--- src/rtl/hazard_pkg.sv ---
// Shared types and helpers for the load-use stall/flush controller.
package hazard_pkg;

    // Controller FSM: IDLE covers the first bubble combinationally, LSTALL the rest.
    typedef enum logic {IDLE, LSTALL} stall_state_t;

    // Register x0 is hard-wired to zero and never creates a dependency.
    localparam int unsigned REG_ZERO = 0;

    // Remaining-bubble counter width; LOAD_LAT is at most 8, so LOAD_LAT-2 fits in 3 bits.
    localparam int unsigned CNT_BITS = 3;

    // Winning hazard cause for the current cycle.
    typedef enum logic [1:0] {
        CauseNone,
        CauseLoad,
        CauseBranch,
        CauseMemBusy
    } hz_cause_t;

    // Priority: memory freeze beats redirect, redirect beats load-use stall.
    function automatic hz_cause_t hz_prio(input logic mem_busy, input logic pc_src,
                                          input logic stall_req);
        if (mem_busy) begin
            return CauseMemBusy;
        end else if (pc_src) begin
            return CauseBranch;
        end else if (stall_req) begin
            return CauseLoad;
        end
        return CauseNone;
    endfunction

endpackage

--- src/rtl/load_use_stall_ctrl_sat_counter.sv ---
// Saturating up-counter: increments on inc, sticks at all-ones.
module sat_counter #(
    parameter int unsigned CNT_W = 32
) (
    input  logic             clk,
    input  logic             reset,
    input  logic             inc,
    output logic [CNT_W-1:0] count
);

    // Count enabled cycles; hold once every bit is set instead of wrapping.
    always_ff @(posedge clk) begin
        if (reset) begin
            count <= '0;
        end else if (inc && (count != '1)) begin
            count <= count + {{(CNT_W-1){1'b0}}, 1'b1};
        end
    end

endmodule

--- src/rtl/load_use_stall_ctrl.sv ---
// Stall/flush controller for hazards the forwarding network cannot cover:
// load-use dependencies, taken redirects resolved in E and a global memory freeze.
module load_use_stall_ctrl
    import hazard_pkg::*;
#(
    parameter int unsigned LOAD_LAT = 1,
    parameter int unsigned REG_AW   = 5,
    parameter int unsigned CNT_W    = 32
) (
    input  logic              clk,
    input  logic              reset,
    input  logic [REG_AW-1:0] RS1D,
    input  logic [REG_AW-1:0] RS2D,
    input  logic [REG_AW-1:0] RDE,
    input  logic              ResultSrcE0,
    input  logic              PCSrcE,
    input  logic              MemBusy,
    output logic              StallF,
    output logic              StallD,
    output logic              StallE,
    output logic              StallM,
    output logic              StallW,
    output logic              FlushD,
    output logic              FlushE,
    output logic              LoadStallActive,
    output logic [CNT_W-1:0]  StallCount
);

    stall_state_t          state_q, state_d;
    logic [CNT_BITS-1:0]   cnt_q, cnt_d;
    logic                  lw_haz;
    logic                  stall_req;
    hz_cause_t             cause;

    // Load in E feeding a source of the instruction in D; x0 is excluded.
    assign lw_haz = ResultSrcE0 && (RDE != REG_AW'(REG_ZERO)) &&
                    ((RDE == RS1D) || (RDE == RS2D));

    // Once in LSTALL the remaining bubbles are owed regardless of what sits in E.
    assign stall_req = (state_q == LSTALL) || lw_haz;
    assign cause     = hz_prio(MemBusy, PCSrcE, stall_req);

    assign LoadStallActive = (state_q == LSTALL);

    // State and remaining-bubble register.
    always_ff @(posedge clk) begin
        if (reset) begin
            state_q <= IDLE;
            cnt_q   <= '0;
        end else begin
            state_q <= state_d;
            cnt_q   <= cnt_d;
        end
    end

    // Next state and stall/flush outputs, decoded from the winning cause.
    always_comb begin
        state_d = state_q;
        cnt_d   = cnt_q;
        StallF  = 1'b0;
        StallD  = 1'b0;
        StallE  = 1'b0;
        StallM  = 1'b0;
        StallW  = 1'b0;
        FlushD  = 1'b0;
        FlushE  = 1'b0;
        if (!reset) begin
            unique case (cause)
                CauseMemBusy: begin
                    // Freeze everything, including the FSM; nothing new is latched.
                    StallF = 1'b1;
                    StallD = 1'b1;
                    StallE = 1'b1;
                    StallM = 1'b1;
                    StallW = 1'b1;
                end
                CauseBranch: begin
                    // Wrong-path instructions in D and E die; any owed bubbles are moot.
                    FlushD  = 1'b1;
                    FlushE  = 1'b1;
                    state_d = IDLE;
                    cnt_d   = '0;
                end
                CauseLoad: begin
                    StallF = 1'b1;
                    StallD = 1'b1;
                    FlushE = 1'b1;
                    if (state_q == IDLE) begin
                        if (LOAD_LAT > 1) begin
                            state_d = LSTALL;
                            cnt_d   = CNT_BITS'(LOAD_LAT - 2);
                        end
                    end else if (cnt_q == '0) begin
                        state_d = IDLE;
                    end else begin
                        cnt_d = cnt_q - {{(CNT_BITS-1){1'b0}}, 1'b1};
                    end
                end
                CauseNone: begin
                end
                default: begin
                end
            endcase
        end
    end

    sat_counter #(
        .CNT_W (CNT_W)
    ) u_stall_cnt (
        .clk   (clk),
        .reset (reset),
        .inc   (StallF),
        .count (StallCount)
    );

endmodule

--- config.mk ---
export PLATFORM = sky130hd
export DESIGN_NAME = load_use_stall_ctrl
export DESIGN_NICKNAME = d
export VERILOG_FILES = /design/src/rtl/hazard_pkg.sv /design/src/rtl/load_use_stall_ctrl_sat_counter.sv /design/src/rtl/load_use_stall_ctrl.sv
export SDC_FILE = /design/constraint.sdc
export NUM_CORES = 1
export LEC_CHECK = 0
export CORE_MARGIN = 2
export CORE_UTILIZATION = 25
export DETAILED_ROUTE_END_ITERATION = 7
export GPL_TIMING_DRIVEN = 0
export HOLD_SLACK_MARGIN = 0.15
export PLACE_DENSITY = 0.56
export SLEW_MARGIN = 10
export SYNTH_ARGS = -nofsm -noshare
export SYNTH_HDL_FRONTEND = slang
export SYNTH_SLANG_ARGS = --single-unit
--- constraint.sdc ---
create_clock -name clk -period 2.4 [get_ports clk]
set_input_delay 0.48 -clock clk [delete_from_list [all_inputs] [get_ports clk]]
set_output_delay 0.48 -clock clk [all_outputs]
set_load 0.1 [all_outputs]
==> results of run 1 <==
power by group:
group | internal [mW] | switching (mW) | leakage, nW
registers | 0.600 | 0.00348 | 0.303
clock network | 0.256 | 0.218 | 0.0503
logic | 0.0793 | 0.145 | 0.756
total | 0.935 | 0.366 | 1.11
kinds of logic (layout without fill, tap and decap cells):
family                     count (synthesis)  in the layout
muxes                                      3              3
DFF                                       36             36
adders and majority gates                  3              3
AOI/OAI and AO/OA                         69             69
xor gates and xnor gates                  12             12
and+or+nand+nor                          110            110
buffers and inverters                     22             95
repair_timing:
item,in CTS,in global routing
endpoints found under the setup margin,34,13
gates resized for setup,92,22
pin swaps,12,12
setup buffers,4,5
final cells by class:
| type | count | area, sq um |
|---|---|---|
| clock buffers | 7 | 96.3 |
| well taps | 105 | 131 |
| repair buffers | 67 | 649 |
| multi-input cells | 197 | 1330 |
| plain buffers | 14 | 105 |
| inverters | 7 | 30.0 |
| flip-flops and latches | 36 | 752 |
| fillers | 847 | 5000 |
flip-flops by register name (all words and copies together), names as in the netlist:
name               cells
u_stall_cnt.count     32
cnt_q                  3
LoadStallActive        1
per-layer routing:
layer	up-vias	track usage
li1	1098	-
met1	1016	0.194
met2	40	0.230
met3	7	0.0335
met4	0	0.0423
met5	-	0
layout by cell type, fill, tap and decap left out, types with 4 or more instances in the layout:
cell type,n
or3_1,17
nand2_1,14
inv_1,6
dlygate4sd2_1,6
clkbuf_1,4
buf_2,6
o21ai_0,14
dlymetal6s2s_1,4
and3_1,5
clkbuf_8,7
clkdlybuf4s50_1,31
nand4_1,13
xor2_1,10
dfxtp_1,11
buf_4,15
nor4_1,4
nor2_1,12
dfxtp_2,25
nand3_1,11
buf_6,4
a21oi_1,28
or4_1,6
o31ai_1,8
per-stage QoR:
step | hold WS [ns] | setup WS, ns | area (sq um) | TNS [ns]
floorplan | 0.456 | -0.428 | 2170 | -0.620
global placement | 0.464 | -1.59 | 2880 | -20.26
detailed placement | 0.473 | -1.56 | 2880 | -19.73
CTS | 0.488 | -0.104 | 3020 | -0.120
global route | 0.511 | -0.128 | 3090 | -0.287
finish | 0.485 | -0.0611 | 3090 | -0.0611
Yosys cell counts (all sizes together):
cell type  instances  area share
a211oi             1      0.0036
a21o               1      0.0036
a21oi             28       0.068
a22oi              1      0.0036
and2               4       0.012
and3               5       0.015
buf               10       0.035
clkbuf             5      0.0091
dfxtp             36        0.35
ha                 3       0.018
inv                7       0.013
mux2               2       0.011
mux2i              1      0.0048
nand2             14       0.025
nand2b             2      0.0061
nand3             13       0.036
nand4             13       0.039
nor2              18       0.035
nor2b              3      0.0091
nor3               5       0.012
nor3b              1      0.0036
nor4               6       0.033
o211ai             3       0.011
o21ai             20       0.052
o21bai             1      0.0036
o311ai             3       0.013
o31ai              8       0.029
o41ai              3       0.013
or2                2      0.0061
or3               17       0.051
or4                7       0.025
xor2              12       0.051
worst max path at each step:
stage / startpoint / end / slack [ns] / depth (start not counted)
CTS: RDE[4] / StallF / -0.10 / 9
global placement: RDE[0] / StallF / -1.59 / 10
finish: RDE[2] / StallF / -0.06 / 8
global route: RDE[2] / StallF / -0.13 / 8
floorplan: RDE[1] / StallF / -0.43 / 7
detailed placement: RDE[0] / StallF / -1.56 / 10
==> metrics.yaml, run 1 <==
hp-start: "u_stall_cnt.count[6]$_SDFFE_PP0P_"
initial_core_util: 0.255
p_total_mw: 1.30
area_delta_synth_final_pct: 49.8
yosys_warnings: 0
yosysUniqueCellTypes: 43
worst-path-buf-inv: 4
m1WireLength_um: 2960
fmax_mhz: 406
synth_mux_area_frac: 0.0157
avgSynthCellArea_sq_um: 8.10
grt_pass1_vias: 2053
cp_slowest_stage_delay_ns: 0.54
r2r_slack_ns: 0.22
grtUsageTotal: 0.144
tightest_slew_ns: 0.996
relSlewSlack: 0.335
hold_path_end: "u_stall_cnt.count[6]$_SDFFE_PP0P_"
synth_fa_ha_area_frac: 0.0182
port-buffer-count: 58
io_pins: 60
drt_first_pass_iters: 4
utilization: 0.382
via_count: 2161
dpl.hpwl_um: 4520
critical-path-top-delay-family: "simple AND/OR/NAND/NOR gates"
synth-simple-area-share: 0.310
wl_per_cell_um: 14.3
violations: "negative setup slack"
ys_seq_area_frac: 0.349
die_h_um: 94.9
antenna_left: 0
critPathLaunchType: "input pin"
status: "finished with violations"
synth-xor-area-share: 0.0509
grt_pass1_wl_um: 10100
root_buffer: "clkbuf_8"
power_density_nw_per_um2: 420
drive_gt1_frac: 0.277
hold_violations: 0
slew_violations: 0
cts_buffer_depth: 2
synthCells: 255
period_needed_ns: 2.46
path_max_fanout: 3
final.setup.worst_slack_ns: -0.0611
min_period_over_period: 1.03
holdPathStages: 1
grt_setup_unrepaired: "yes"
crit_required_ns: 1.92
fin_skew_ns: 0.00820
synth_top_family_by_area: "simple AND/OR/NAND/NOR gates"
coreArea_sq_um: 8090
synth_nets: 278
path_cells: "buf_8, or4_4, o21ai_4, nor4_4, nor2_4, clkinvlp_4, buf_12, buf_12"
drv_cap: 0
dr.max_layer_used: "met4"
holdBufCountCts: 0
grt_max_degree: 11
r2r_end: "u_stall_cnt.count[12]$_SDFFE_PP0P_"
cts_tree: "done"
synth_seq_cells: 36
numCtsBuffers: 5
gp_congestion: 0.782
vias_per_cell: 4.99
syn_area_sq_um: 2070
route.met2.wl_um: 2930
die_w_um: 94.9
diodes: 0
place_inst: 418
crit_path_frequent_cell: "buf_12"
timing.rr.start: "u_stall_cnt.count[4]$_SDFFE_PP0P_"
clock_sinks: 36
crit_type: "in2out"
htreeDepth: 2
wl_met3_um: 223
setup_violations: 1
reg2reg_depth: 8
synth_compound_area_frac: 0.200
min_path_type: "reg2reg"
clkLatencyLatePin_ns: 0.30
slowest_stage: "or4_4"
worst_setup_path_end_kind: "output pin"
rows: 33
nNetsFinal: 351
antenna_found_initial: 0
drt_iter0_drc: 99
grt.overflow.total: 0
routed_wl_um: 6200
irDropWorstVdd_v: 0.000174
cp.arrival_ns: 1.98
clk_pin_slew_ns: 0.07
leakage_nw: 1.11
drc: 0
dieArea_sq_um: 9010
fin_cells: 433
(Power assumes the default switching activity.)
==> run 2, diff against run 1 <==
- MAX_ROUTING_LAYER: unset -> met4
- PLACE_DENSITY: 0.56 -> 0.55
- clock period: 2.4 -> 2.3 ns (I/O delays scaled with it)
==> metrics.yaml, run 2 (synthesis gave the netlist of run 1 again) <==
status: "finished with violations"
violations: "negative setup slack"
nNetsFinal: 349
cts_tree: "done"
die_w_um: 94.9
fmax_mhz: 410
tightest_slew_ns: 0.976
r2r_slack_ns: 0.03
drv_cap: 0
diodes: 0
drive_gt1_frac: 0.287
period_needed_ns: 2.44
routed_wl_um: 6240
power_density_nw_per_um2: 413
clk_pin_slew_ns: 0.07
post-place-ws_ns: -1.69
cp.arrival_ns: 1.98
grt_setup_unrepaired: "yes"
clock_sinks: 36
reg2reg_depth: 10
holdBufCountCts: 0
antenna_found_initial: 0
design_area_sq_um: 3170
htreeDepth: 2
die_h_um: 94.9
grt_max_degree: 12
antenna_left: 0
hold_violations: 0
top_register: "u_stall_cnt.count"
worst_setup_path_end_kind: "output pin"
initial_core_util: 0.255
path_max_fanout: 3
grtUsageTotal: 0.146
area_delta_synth_final_pct: 53.2
min_path_type: "reg2reg"
slew_violations: 0
critPathLaunchType: "input pin"
port-buffer-count: 58
wl_per_cell_um: 14.4
drt_iter0_drc: 97
timing.rr.start: "u_stall_cnt.count[14]$_SDFFE_PP0P_"
dpl.hpwl_um: 4460
vias_per_cell: 5.10
p_total_mw: 1.31
via_count: 2205
final_cell_mix: "a21oi_1, dfxtp_2, dlymetal6s2s_1"
root_buffer: "clkbuf_8"
grt.overflow.total: 0
coreArea_sq_um: 8090
relSlewSlack: 0.348
hold_path_end: "u_stall_cnt.count[2]$_SDFFE_PP0P_"
r2r_end: "u_stall_cnt.count[1]$_SDFFE_PP0P_"
cts_buffer_depth: 2
gp_congestion: 0.811
fin_skew_ns: 0.00857
crit_type: "in2out"
hp-start: "u_stall_cnt.count[2]$_SDFFE_PP0P_"
dpl_cell_area_sq_um: 2920
dieArea_sq_um: 9010
numCtsBuffers: 5
min_period_over_period: 1.06
grt_pass1_vias: 2055
setup_violations: 2
io_pins: 60
rows: 33
clkLatencyLatePin_ns: 0.29
crit_required_ns: 1.84
final.setup.worst_slack_ns: -0.140
utilization: 0.391
final_common_cell: "a21oi_1"
drc: 0
holdPathStages: 1
grt_pass1_wl_um: 10000
drt_first_pass_iters: 4
leakage_nw: 1.42
largest_register_ffs: 32
irDropWorstVdd_v: 0.000160
[run 2: cell types whose count changed in the layout (fill, tap and decap cells not counted), sizes merged, moves of 2 or more]
cell           previous run  this run
clkbuf                   14        10
clkdlybuf4s15             3         5
buf                      30        28
clkdlybuf4s50            31        11
dlymetal6s2s              4        20
dlygate4sd2               6        11
[run 2: how the worst max path moves through the flow]
| stage | slack (ns) | to | from |
|---|---|---|---|
| 3_3_place_gp | -1.65 | StallF | RDE[0] |
| 6_report | -0.14 | StallF | RDE[4] |
| 3_5_place_dp | -1.69 | StallF | RDE[0] |
| 5_1_grt | -0.19 | StallF | RDE[4] |
| 4_1_cts | -0.18 | StallF | RDE[4] |
| 2_1_floorplan | -0.49 | StallF | RDE[1] |
[run 2: what timing repair did]
action / CTS / global route
setup buffers: 5 / 2
setup endpoints to repair: 43 / 46
gates resized for setup: 97 / 38
pin swaps: 13 / 5
[run 2: layout make-up]
class                           instances  area (sq um)
Multi-Input combinational cell        197          1330
Clock buffer                            6          72.6
Tap cell                              105           131
Clock inverter                          2          11.3
Timing Repair Buffer                   65           691
Buffer                                 14           119
Sequential cell                        36           777
Fill cell                             875          4930
Inverter                                7          30.0
[run 2: metal layers]
layer | track usage | vias up | share of wire
met4 | 0.0435 | 0 | 0.013
met3 | 0.0279 | 6 | 0.048
met5 | - | - | 0
met2 | 0.236 | 52 | 0.48
li1 | - | 1099 | -
met1 | 0.186 | 1048 | 0.45
[run 2: critical path, cell delays in order]
cell and delay (ns):
buf_8 0.10, or4_4 0.54, o21ai_4 0.18, nor4_4 0.08
nor2_4 0.16, clkinvlp_4 0.16, buf_12 0.15, buf_12 0.15
[run 2: metrics by stage]
stage | TNS [ns] | cells | hold WS, ns
2_1_floorplan | -0.800 | 255 | 0.456
3_3_place_gp | -23.20 | 418 | 0.471
3_5_place_dp | -25.07 | 418 | 0.471
4_1_cts | -0.355 | 431 | 0.487
5_1_grt | -0.869 | 432 | 0.502
6_report | -0.172 | 432 | 0.479
[run 2: power breakdown]
| group | leakage [nW] | switching, mW | internal (mW) |
|---|---|---|---|
| Combinational | 1.07 | 0.149 | 0.0856 |
| Clock | 0.0388 | 0.240 | 0.210 |
| Sequential | 0.309 | 0.00347 | 0.618 |
| Total | 1.42 | 0.393 | 0.914 |
